===== src/rtl/lfsr_rand_gen_pkg.sv =====
// Shared types and constants for the LFSR random source and its draw unit.
package lfsr_pkg;

  // Draw FSM: IDLE waits for a request, DRAW tries candidates until one fits.
  typedef enum logic {
    IDLE = 1'b0,
    DRAW = 1'b1
  } draw_state_e;

  // Default 16-bit maximal-length feedback (bits 15,13,12,10) and start state.
  localparam logic [15:0] DEF_TAPS = 16'hB400;
  localparam logic [15:0] DEF_SEED = 16'h0001;

  // Widest limit the mask helper handles; callers zero-extend and truncate.
  localparam int MASK_W = 32;

  // Smallest 2^k-1 covering limit-1 (fill ones below the top set bit).
  // limit==0 means the full range, so every bit is kept; limit==1 gives 0.
  function automatic logic [MASK_W-1:0] range_mask(input logic [MASK_W-1:0] limit);
    logic [MASK_W-1:0] top;
    logic [MASK_W-1:0] m;
    top = limit - MASK_W'(1);
    m   = '0;
    if (limit == '0) begin
      m = '1;
    end else begin
      for (int i = 0; i < MASK_W; i++) begin
        if ((top >> i) != '0) m[i] = 1'b1;
      end
    end
    return m;
  endfunction

endpackage


===== src/rtl/lfsr_rand_gen_if.sv =====
// Requester-side bundle of the random source.
//
// Handshake: the requester raises req with limit while busy==0; the request
// is taken on that clock edge and busy rises. Exactly one valid pulse (one
// cycle) follows, carrying value; busy drops in that same cycle, so a new req
// may already be presented there. req while busy is dropped, never queued.
// seed_we/seed_in may be used on any cycle; lfsr_q is the raw state and
// dbg_state mirrors the draw FSM.
interface lfsr_rand_gen_if #(
  parameter int WIDTH = 16,
  parameter int OUT_W = 8
) ();
  import lfsr_pkg::*;

  logic             seed_we;
  logic [WIDTH-1:0] seed_in;
  logic             req;
  logic [OUT_W-1:0] limit;
  logic             busy;
  logic             valid;
  logic [OUT_W-1:0] value;
  logic [WIDTH-1:0] lfsr_q;
  draw_state_e      dbg_state;

  modport master (
    output seed_we, seed_in, req, limit,
    input  busy, valid, value, lfsr_q, dbg_state
  );

  modport slave (
    input  seed_we, seed_in, req, limit,
    output busy, valid, value, lfsr_q, dbg_state
  );
endinterface


===== src/rtl/lfsr_rand_gen_core.sv =====
// Free-running Fibonacci LFSR with seed load and zero-state recovery.
module lfsr_core
  import lfsr_pkg::*;
#(
  parameter int               WIDTH = 16,
  parameter logic [WIDTH-1:0] TAPS  = WIDTH'(DEF_TAPS),
  parameter logic [WIDTH-1:0] SEED  = WIDTH'(DEF_SEED)
) (
  input  logic             clk,
  input  logic             rst_n,
  input  logic             i_seed_we,
  input  logic [WIDTH-1:0] i_seed_in,
  output logic [WIDTH-1:0] o_lfsr_q
);

  logic [WIDTH-1:0] r_state;
  logic [WIDTH-1:0] w_next;
  logic             w_fb;

  assign w_fb = ^(r_state & TAPS);

  // Next state: seed load wins; a zero seed or a zero state falls back to SEED
  // because an all-zero LFSR would lock up forever.
  always_comb begin
    w_next = {r_state[WIDTH-2:0], w_fb};
    if (i_seed_we) begin
      w_next = (i_seed_in == '0) ? SEED : i_seed_in;
    end else if (r_state == '0) begin
      w_next = SEED;
    end
  end

  // State register, steps on every clock.
  always_ff @(posedge clk or negedge rst_n) begin
    if (!rst_n) r_state <= SEED;
    else        r_state <= w_next;
  end

  assign o_lfsr_q = r_state;

endmodule


===== src/rtl/lfsr_rand_gen.sv =====
// Bounded-range random draw unit: masked rejection sampling on the LFSR low
// bits with a retry cap and a deterministic fallback.
module lfsr_rand_gen
  import lfsr_pkg::*;
#(
  parameter int               WIDTH     = 16,
  parameter logic [WIDTH-1:0] TAPS      = WIDTH'(DEF_TAPS),
  parameter logic [WIDTH-1:0] SEED      = WIDTH'(DEF_SEED),
  parameter int               OUT_W     = 8,
  parameter int               MAX_TRIES = 8
) (
  input  logic            clk,
  input  logic            rst_n,
  lfsr_rand_gen_if.slave  bus
);

  localparam int               TRY_W    = (MAX_TRIES > 1) ? $clog2(MAX_TRIES) : 1;
  localparam logic [TRY_W-1:0] LAST_TRY = TRY_W'(MAX_TRIES - 1);

  logic [WIDTH-1:0] w_lfsr_q;
  draw_state_e      r_state, w_state_d;
  logic [TRY_W-1:0] r_tries, w_tries_d;
  logic [OUT_W-1:0] r_limit, w_limit_d;
  logic             r_valid, w_valid_d;
  logic [OUT_W-1:0] r_value, w_value_d;
  logic [OUT_W-1:0] w_mask;
  logic [OUT_W-1:0] w_cand;
  logic             w_accept;

  lfsr_core #(
    .WIDTH (WIDTH),
    .TAPS  (TAPS),
    .SEED  (SEED)
  ) u_core (
    .clk       (clk),
    .rst_n     (rst_n),
    .i_seed_we (bus.seed_we),
    .i_seed_in (bus.seed_in),
    .o_lfsr_q  (w_lfsr_q)
  );

  // Candidate is the low LFSR bits masked to the smallest power-of-two range
  // holding limit-1; since mask < 2*limit, c - limit is in range on fallback.
  assign w_mask   = OUT_W'(range_mask(MASK_W'(r_limit)));
  assign w_cand   = w_lfsr_q[OUT_W-1:0] & w_mask;
  assign w_accept = (r_limit == '0) || (w_cand < r_limit);

  // Next-state and register-input logic for the draw FSM.
  always_comb begin
    w_state_d = r_state;
    w_tries_d = r_tries;
    w_limit_d = r_limit;
    w_valid_d = 1'b0;
    w_value_d = r_value;
    case (r_state)
      IDLE: begin
        if (bus.req) begin
          w_limit_d = bus.limit;
          w_tries_d = '0;
          w_state_d = DRAW;
        end
      end
      DRAW: begin
        if (w_accept) begin
          w_value_d = w_cand;
          w_valid_d = 1'b1;
          w_state_d = IDLE;
        end else if (r_tries == LAST_TRY) begin
          w_value_d = w_cand - r_limit;
          w_valid_d = 1'b1;
          w_state_d = IDLE;
        end else begin
          w_tries_d = r_tries + TRY_W'(1);
        end
      end
      default: w_state_d = IDLE;
    endcase
  end

  // FSM state register.
  always_ff @(posedge clk or negedge rst_n) begin
    if (!rst_n) r_state <= IDLE;
    else        r_state <= w_state_d;
  end

  // Draw datapath registers: retry count, latched limit, result and pulse.
  always_ff @(posedge clk or negedge rst_n) begin
    if (!rst_n) begin
      r_tries <= '0;
      r_limit <= '0;
      r_valid <= 1'b0;
      r_value <= '0;
    end else begin
      r_tries <= w_tries_d;
      r_limit <= w_limit_d;
      r_valid <= w_valid_d;
      r_value <= w_value_d;
    end
  end

  assign bus.busy      = (r_state == DRAW);
  assign bus.valid     = r_valid;
  assign bus.value     = r_value;
  assign bus.lfsr_q    = w_lfsr_q;
  assign bus.dbg_state = r_state;

endmodule


===== src/flat_wrapper.sv =====
// flat-port wrapper written by rule: the top's interface ports become plain ports
module lfsr_rand_gen_flat import lfsr_pkg::*;
#(
  parameter int               WIDTH     = 16,
  parameter logic [WIDTH-1:0] TAPS      = WIDTH'(DEF_TAPS),
  parameter logic [WIDTH-1:0] SEED      = WIDTH'(DEF_SEED),
  parameter int               OUT_W     = 8,
  parameter int               MAX_TRIES = 8
)
  (clk, rst_n, bus_seed_we, bus_seed_in, bus_req, bus_limit, bus_busy, bus_valid, bus_value, bus_lfsr_q, bus_dbg_state);
  lfsr_rand_gen_if #(.WIDTH(WIDTH), .OUT_W(OUT_W)) bus_i ();
  input  logic clk;
  input  logic rst_n;
  input wire logic [$bits(bus_i.seed_we)-1:0] bus_seed_we;
  input wire logic [$bits(bus_i.seed_in)-1:0] bus_seed_in;
  input wire logic [$bits(bus_i.req)-1:0] bus_req;
  input wire logic [$bits(bus_i.limit)-1:0] bus_limit;
  output wire logic [$bits(bus_i.busy)-1:0] bus_busy;
  output wire logic [$bits(bus_i.valid)-1:0] bus_valid;
  output wire logic [$bits(bus_i.value)-1:0] bus_value;
  output wire logic [$bits(bus_i.lfsr_q)-1:0] bus_lfsr_q;
  output wire logic [$bits(bus_i.dbg_state)-1:0] bus_dbg_state;
  assign bus_i.seed_we = bus_seed_we;
  assign bus_i.seed_in = bus_seed_in;
  assign bus_i.req = bus_req;
  assign bus_i.limit = bus_limit;
  assign bus_busy = bus_i.busy;
  assign bus_valid = bus_i.valid;
  assign bus_value = bus_i.value;
  assign bus_lfsr_q = bus_i.lfsr_q;
  assign bus_dbg_state = bus_i.dbg_state;
  lfsr_rand_gen #(.WIDTH(WIDTH), .TAPS(TAPS), .SEED(SEED), .OUT_W(OUT_W), .MAX_TRIES(MAX_TRIES)) u_core (.clk(clk), .rst_n(rst_n), .bus(bus_i));
endmodule

===== config.mk =====
export PLATFORM = sky130hd
export DESIGN_NAME = lfsr_rand_gen_flat
export DESIGN_NICKNAME = d
export VERILOG_FILES = /design/src/rtl/lfsr_rand_gen_pkg.sv /design/src/rtl/lfsr_rand_gen_if.sv /design/src/rtl/lfsr_rand_gen_core.sv /design/src/rtl/lfsr_rand_gen.sv /design/src/flat_wrapper.sv
export SDC_FILE = /design/constraint.sdc
export NUM_CORES = 1
export LEC_CHECK = 0
export BUFFER_PORTS_ARGS = -buffer_cell sky130_fd_sc_hd__clkbuf_2
export CAP_MARGIN = 20
export CORE_MARGIN = 2
export CORE_UTILIZATION = 50
export DETAILED_ROUTE_END_ITERATION = 10
export PLACE_DENSITY = 0.73
export REMOVE_ABC_BUFFERS = 1
export SLEW_MARGIN = 5
export SYNTH_ARGS = -nofsm -noshare
export SYNTH_HDL_FRONTEND = slang
export SYNTH_SLANG_ARGS = --single-unit

===== constraint.sdc =====
create_clock -name clk -period 6.4 [get_ports clk]
set_input_delay 0.32 -clock clk [delete_from_list [all_inputs] [get_ports clk]]
set_output_delay 0.32 -clock clk [all_outputs]
set_load 0.05 [all_outputs]

==> results of run 1 <==
area by class of cell:
type,count,area share
well taps,52,0.02496
clock buffers,6,0.02784
flip-flops and latches,37,0.3557
clock inverters,2,0.003841
multi-input cells,167,0.4522
inverters,20,0.02880
repair buffers,55,0.1066
synthesized netlist by cell type (3+ instances only):
cell,count,area share
xnor2_1,7,0.028
nand2_1,18,0.031
nor2b_1,4,0.011
a22o_1,8,0.032
o211ai_1,3,0.010
o21ai_0,14,0.032
ha_1,13,0.074
clkbuf_1,6,0.010
nor3b_1,3,0.010
mux2_2,5,0.025
nor2_1,16,0.027
a21o_1,4,0.014
inv_1,19,0.032
o21ai_1,3,0.0068
a221oi_1,3,0.012
nor3_1,3,0.0068
nor4_1,7,0.020
a21oi_1,6,0.014
nand3_1,8,0.018
dfrtp_1,36,0.41
nand4_1,4,0.011
xor2_1,4,0.016
registers in the layout (all words and copies together), names as in the netlist:
signal                  count
u_core.u_core.o_lfsr_q     16
u_core.bus.value            8
u_core.r_limit              8
u_core.r_tries              3
u_core.bus.busy             1
u_core.bus.valid            1
final timing paths:
kind	end	slack [ps]	cells past startpoint	from
max	u_core.bus.value[1]$_DFFE_PN0P_	2680	16	u_core.r_limit[0]$_DFFE_PN0P_
min	u_core.u_core.o_lfsr_q[5]$_DFF_PN0_	160	1	rst_n
max reg2reg	u_core.bus.value[1]$_DFFE_PN0P_	2680	16	u_core.r_limit[0]$_DFFE_PN0P_
min reg2reg	u_core.bus.value[5]$_DFFE_PN0P_	520	1	u_core.bus.value[5]$_DFFE_PN0P_
max in group asynchronous	u_core.bus.value[4]$_DFFE_PN0P_	5660	1	rst_n
min in group clk	u_core.r_limit[6]$_DFFE_PN0P_	220	3	bus_limit[6]
per-layer routing:
metal	GRT usage	vias up
met4	0.07265	0
li1	-	950
met1	0.3038	919
met5	0	-
met3	0.05051	6
met2	0.3889	46
stage by stage:
step	power, mW	util	hold WS (ps)	area (um2)
2_1_floorplan	0.9957	-	24.41	2181
3_3_place_gp	1.164	0.5860	494.2	2516
3_5_place_dp	1.180	0.5860	507.5	2516
4_1_cts	1.341	0.6052	187.9	2599
5_1_grt	1.447	0.6069	224.3	2606
6_report	1.343	0.6069	158.0	2606
cell families (layout without fill, tap and decap cells):
logic type	count (synthesis)	after routing
xor+xnor	11	11
simple gates	74	74
mux	5	5
flops	37	37
buf+inv	27	83
compound gates	63	63
fa+ha+maj	14	14
report_power, final:
group / internal, mW / total, mW / switching [mW] / leakage (nW)
logic: 0.281 / 0.792 / 0.510 / 0.779
registers: 0.304 / 0.393 / 0.0891 / 0.449
clock network: 0.0755 / 0.158 / 0.0821 / 0.0450
critical path, delay by kind of cell, from the launching register on:
kind            cells  cell delay (ps)
flops               1              400
buf+inv             3              290
compound gates      8             1740
simple gates        2              250
fa+ha+maj           3              950
==> results.tsv, run 1 <==
metric	value	unit
status	finished clean	
num_vias	1921	
synth_edf_count	0	
layout_common_cells	clkbuf_2, dfrtp_1, inv_1, nand2_1, nor2_1	
grt_pass1_wl	9.045	mm
routedWlPerCell	15.93	um
fillers	388	
crit_required	6580	ps
yosys_register_bits	37	
crit_chain	inv_1 > ha_1 > o21a_1 > o311ai_0 > nand3_1 > o21ai_1 > ha_1 > inv_1 > fa_1 > a211oi_1 > o21ai_0 > o211ai_2 > o21ai_2 > inv_2 > nor2_1 > a221oi_1	
slowest_delay	430	ps
chipWidth	70.50	um
drt-pass1-iter-count	4	
ant_nets	0	
cp-end-kind	flop	
setup_ws	2681	ps
clk_latency	290	ps
synth-async-reset-ratio	1.000	
clkTransAtPathRegs	80	ps
wirelength	5.401	mm
start_util	0.5149	
cp-start-kind	flop	
dp_slack	2687	ps
dieArea	0.004970	mm2
rows	24	
skew	6.984	ps
max-slew-margin-rel	0.3752	
path_max_fanout	10	
ir_worst_vdd	284.2	uV
rsz0062_at_grt	false	
route.met2.wl	2.691	mm
multi_input_area	0.001179	mm2
gp_congestion	0.8317	
num-nets-final	328	
hold_path_class	in2async	
crit_type	reg2reg	
dpl.hpwl	4.109	mm
grt_start_max_net_pins	38	
final_common_cell	clkbuf_2	
leakage	1.272	nW
n_antenna_cell	0	
fmaxAchievable	268.9	MHz
tritoncts	built	
max_cap_viol_count	0	
wl_met1	2.420	mm
cts-root-buf	clkbuf_8	
grt_overflow	0	
ys.flop_type	dfrtp_1	
synthMuxAreaShare	0.02547	
synth.distinct_cells	53	
power_density	515.2	mW/mm2
seqCellArea	927.1	um2
synthSimpleGateAreaFrac	0.1760	
avgViaCountPerCell	5.667	
area_growth	17.88	%
hold_buffers	0	
finalHoldViolations	0	
cts_sinks	37	
grt_pass1_vias	1937	
synth_fa_ha_area_frac	0.08263	
slowest_stage	fa_1	
drive_above_1_share	0.2613	
ys_seq_area_frac	0.4194	
synth_top_family_by_area	compound AO/OA/AOI/OAI gates	
fin_cells	339	
ios	55	
grtUsageTotal	0.2337	
post-route-min-period	3719	ps
die-height	70.50	um
numCtsBuffers	5	
drcViolationCount	0	
drt_iter0_markers	79	
clockBufferDepth	2	
antenna_found_initial	0	
coreArea	0.004294	mm2
setup_tns	0	ps
dp.cells	330	
netlist_area	0.002211	mm2
top_layer	met4	
arrival	3900	ps
avgSynthCellArea	9.571	um2
synth-compound-area-share	0.2054	
wl_met3	227	um
h-tree-depth	2	
synthCells	231	
cts_resized	0	
slew_viol_final	0	
cts_setup_buffers	0	
synth_xor_area_frac	0.04358	
post-route-period-util	0.5812	
max_slew.worst_pin.slew	937.2	ps
setup_viol	0	
yosys_warnings	0	
port_buffers	54	
Note: power is estimated with default switching activity, not from simulation.
==> run 2, diff against run 1 <==
==> constraint.sdc (replaced) <==
create_clock -name clk -period 3.6 [get_ports clk]
set_input_delay 0.18 -clock clk [delete_from_list [all_inputs] [get_ports clk]]
set_output_delay 0.18 -clock clk [all_outputs]
set_load 0.05 [all_outputs]
==> run 2 against run 1 <==
  * Non-clock buffer count increased by 8
  * Cell area increased by 2.9%
  * Clock skew about the same
  * Die area unchanged
  * Sequential share of layout area decreased by 1.0 points
  * Critical path type unchanged
  * Core utilization increased by 1.8 points
  * Highest routed layer unchanged
  * Largest cell class unchanged
  * Critical endpoint is now u_core.bus.value[3]$_DFFE_PN0P_
  * Clock power increased by 80%
==> results.tsv, run 2 (synthesized netlist as in run 1, its figures left out) <==
metric	value	unit	change
power_density	934.7	mW/mm2	was 515.2 mW/mm2
grt_overflow	0		unchanged
grt_start_max_net_pins	38		unchanged
ff2ff_setup_slack	240	ps	was 2680 ps
chipWidth	70.50	um	unchanged
crit_type	reg2reg		unchanged
crit_required	3770	ps	was 6580 ps
hold_buffers	0		unchanged
gp_congestion	0.8415		was 0.8317
arrival	3540	ps	was 3900 ps
multi_input_area	0.001195	mm2	was 0.001179 mm2
antenna_found_initial	0		unchanged
max_cap_viol_count	0		unchanged
drcViolationCount	0		unchanged
wirelength	5.278	mm	was 5.401 mm
skew	6.546	ps	was 6.984 ps
rows	24		unchanged
final_common_cell	clkbuf_2		unchanged
cts_sinks	37		unchanged
clk_latency	290	ps	about the same
clkTransAtPathRegs	80	ps	about the same
ir_worst_vdd	394.7	uV	was 284.2 uV
rsz0062_at_grt	false		unchanged
die-height	70.50	um	unchanged
grt_pass1_vias	1824		was 1937
grtUsageTotal	0.2241		was 0.2337
num_vias	1993		was 1921
max_slew.worst_pin.slew	940.6	ps	was 937.2 ps
drive_above_1_share	0.2949		was 0.2613
tritoncts	built		unchanged
start_util	0.5149		unchanged
routedWlPerCell	15.21	um	was 15.93 um
cp-start-kind	flop		unchanged
num-nets-final	336		was 328
status	finished clean		unchanged
cts-root-buf	clkbuf_8		unchanged
hold_path_class	in2async		unchanged
ios	55		unchanged
port_buffers	54		unchanged
n_antenna_cell	0		unchanged
largest_reg_flops	16		unchanged
post-route-period-util	0.9342		was 0.5812
dieArea	0.004970	mm2	unchanged
max-slew-margin-rel	0.3729		was 0.3752
area_growth	21.34	%	was 17.88%
fillers	363		was 388
numCtsBuffers	5		unchanged
slowest_delay	390	ps	was 430 ps
hold_ws	14.00	ps	was 158.0 ps
layout_common_cells	clkbuf_2, dfrtp_1, inv_1, nand2_1, nor2_1		unchanged
ant_nets	0		unchanged
avgViaCountPerCell	5.744		was 5.667
seqCellArea	927.1	um2	unchanged
crit_chain	inv_1 > ha_1 > buf_4 > a21o_1 > a22oi_2 > nand3_2 > o21ai_2 > ha_1 > inv_1 > fa_2 > a211oi_2 > o21ai_1 > o211a_1 > nand2_2 > nor2_1 > a221o_1		was inv_1 > ha_1 > o21a_1 > o311ai_0 > nand3_1 > o21ai_1 > ha_1 > inv_1 > fa_1 > a211oi_1 > o21ai_0 > o211ai_2 > o21ai_2 > inv_2 > nor2_1 > a221oi_1
fmaxAchievable	297.4	MHz	was 268.9 MHz
slew_viol_final	0		unchanged
leakage	1.314	nW	was 1.272 nW
coreArea	0.004294	mm2	unchanged
drt-pass1-iter-count	4		unchanged
cp-end-kind	flop		unchanged
grt_pass1_wl	8.714	mm	was 9.045 mm
slowest_stage	dfrtp_1		was fa_1
drt_iter0_markers	117		was 79
setup_viol	0		unchanged
post-route-min-period	3363	ps	was 3719 ps
clockBufferDepth	2		unchanged
path_max_fanout	6		was 10
dpl.hpwl	3.994	mm	was 4.109 mm
setup_tns	0	ps	unchanged
h-tree-depth	2		unchanged
finalHoldViolations	0		unchanged
-- run 2: power breakdown --
part | switching (mW) | internal [mW] | total, mW
Clock | 0.151 | 0.134 | 0.285
Combinational | 0.940 | 0.586 | 1.53
Sequential | 0.155 | 0.541 | 0.696
-- run 2: final cells by class --
type                            instances  area share
Multi-Input combinational cell        167      0.4454
Sequential cell                        37      0.3456
Timing Repair Buffer                   63      0.1259
Inverter                               20     0.02799
Clock buffer                            6     0.02705
Tap cell                               52     0.02425
Clock inverter                          2    0.003731
-- run 2: path summary, 6_finish.rpt --
| kind | from | cells after the start | endpoint |
|---|---|---|---|
| max in group asynchronous | rst_n | 1 | u_core.bus.valid$_DFF_PN0_ |
| setup reg to reg | u_core.r_limit[0]$_DFFE_PN0P_ | 16 | u_core.bus.value[3]$_DFFE_PN0P_ |
| hold reg to reg | u_core.bus.value[5]$_DFFE_PN0P_ | 1 | u_core.bus.value[5]$_DFFE_PN0P_ |
| setup / recovery | u_core.r_limit[0]$_DFFE_PN0P_ | 16 | u_core.bus.value[3]$_DFFE_PN0P_ |
| min in group clk | bus_limit[6] | 3 | u_core.r_limit[6]$_DFFE_PN0P_ |
| hold / removal | rst_n | 1 | u_core.r_limit[7]$_DFFE_PN0P_ |
-- run 2: stage by stage --
step           worst slack [ps]  total power, mW  std cells  utilization  instance area [um2]
2_1_floorplan             251.6            1.770        224            -                 2181
3_3_place_gp              129.3            2.098        333       0.5912                 2539
3_5_place_dp             -33.85            2.118        333       0.5912                 2539
4_1_cts                   7.264            2.415        341       0.6104                 2621
5_1_grt                   15.85            2.692        347       0.6247                 2683
6_report                  237.0            2.507        347       0.6247                 2683
-- run 2: metal layers --
layer	part of all wire	up-vias	track usage
met2	0.47	48	0.3449
met4	0.022	0	0.08547
met1	0.47	971	0.3153
li1	-	963	-
met5	0	-	0
met3	0.035	11	0.03896
-- run 2: what timing repair did --
| action | CTS | global route |
|---|---|---|
| pin swaps | 0 | 1 |
| resized for setup | 1 | 5 |
| setup buffers | 0 | 5 |
| setup endpoints to repair | 4 | 12 |
-- run 2: worst max-delay path, delay by kind of cell, from the launching register on --
kind / cells / cell delay, ps
compound gates: 7 / 1400
fa+ha+maj: 3 / 820
flops: 1 / 390
simple gates: 3 / 330
buf+inv: 3 / 320
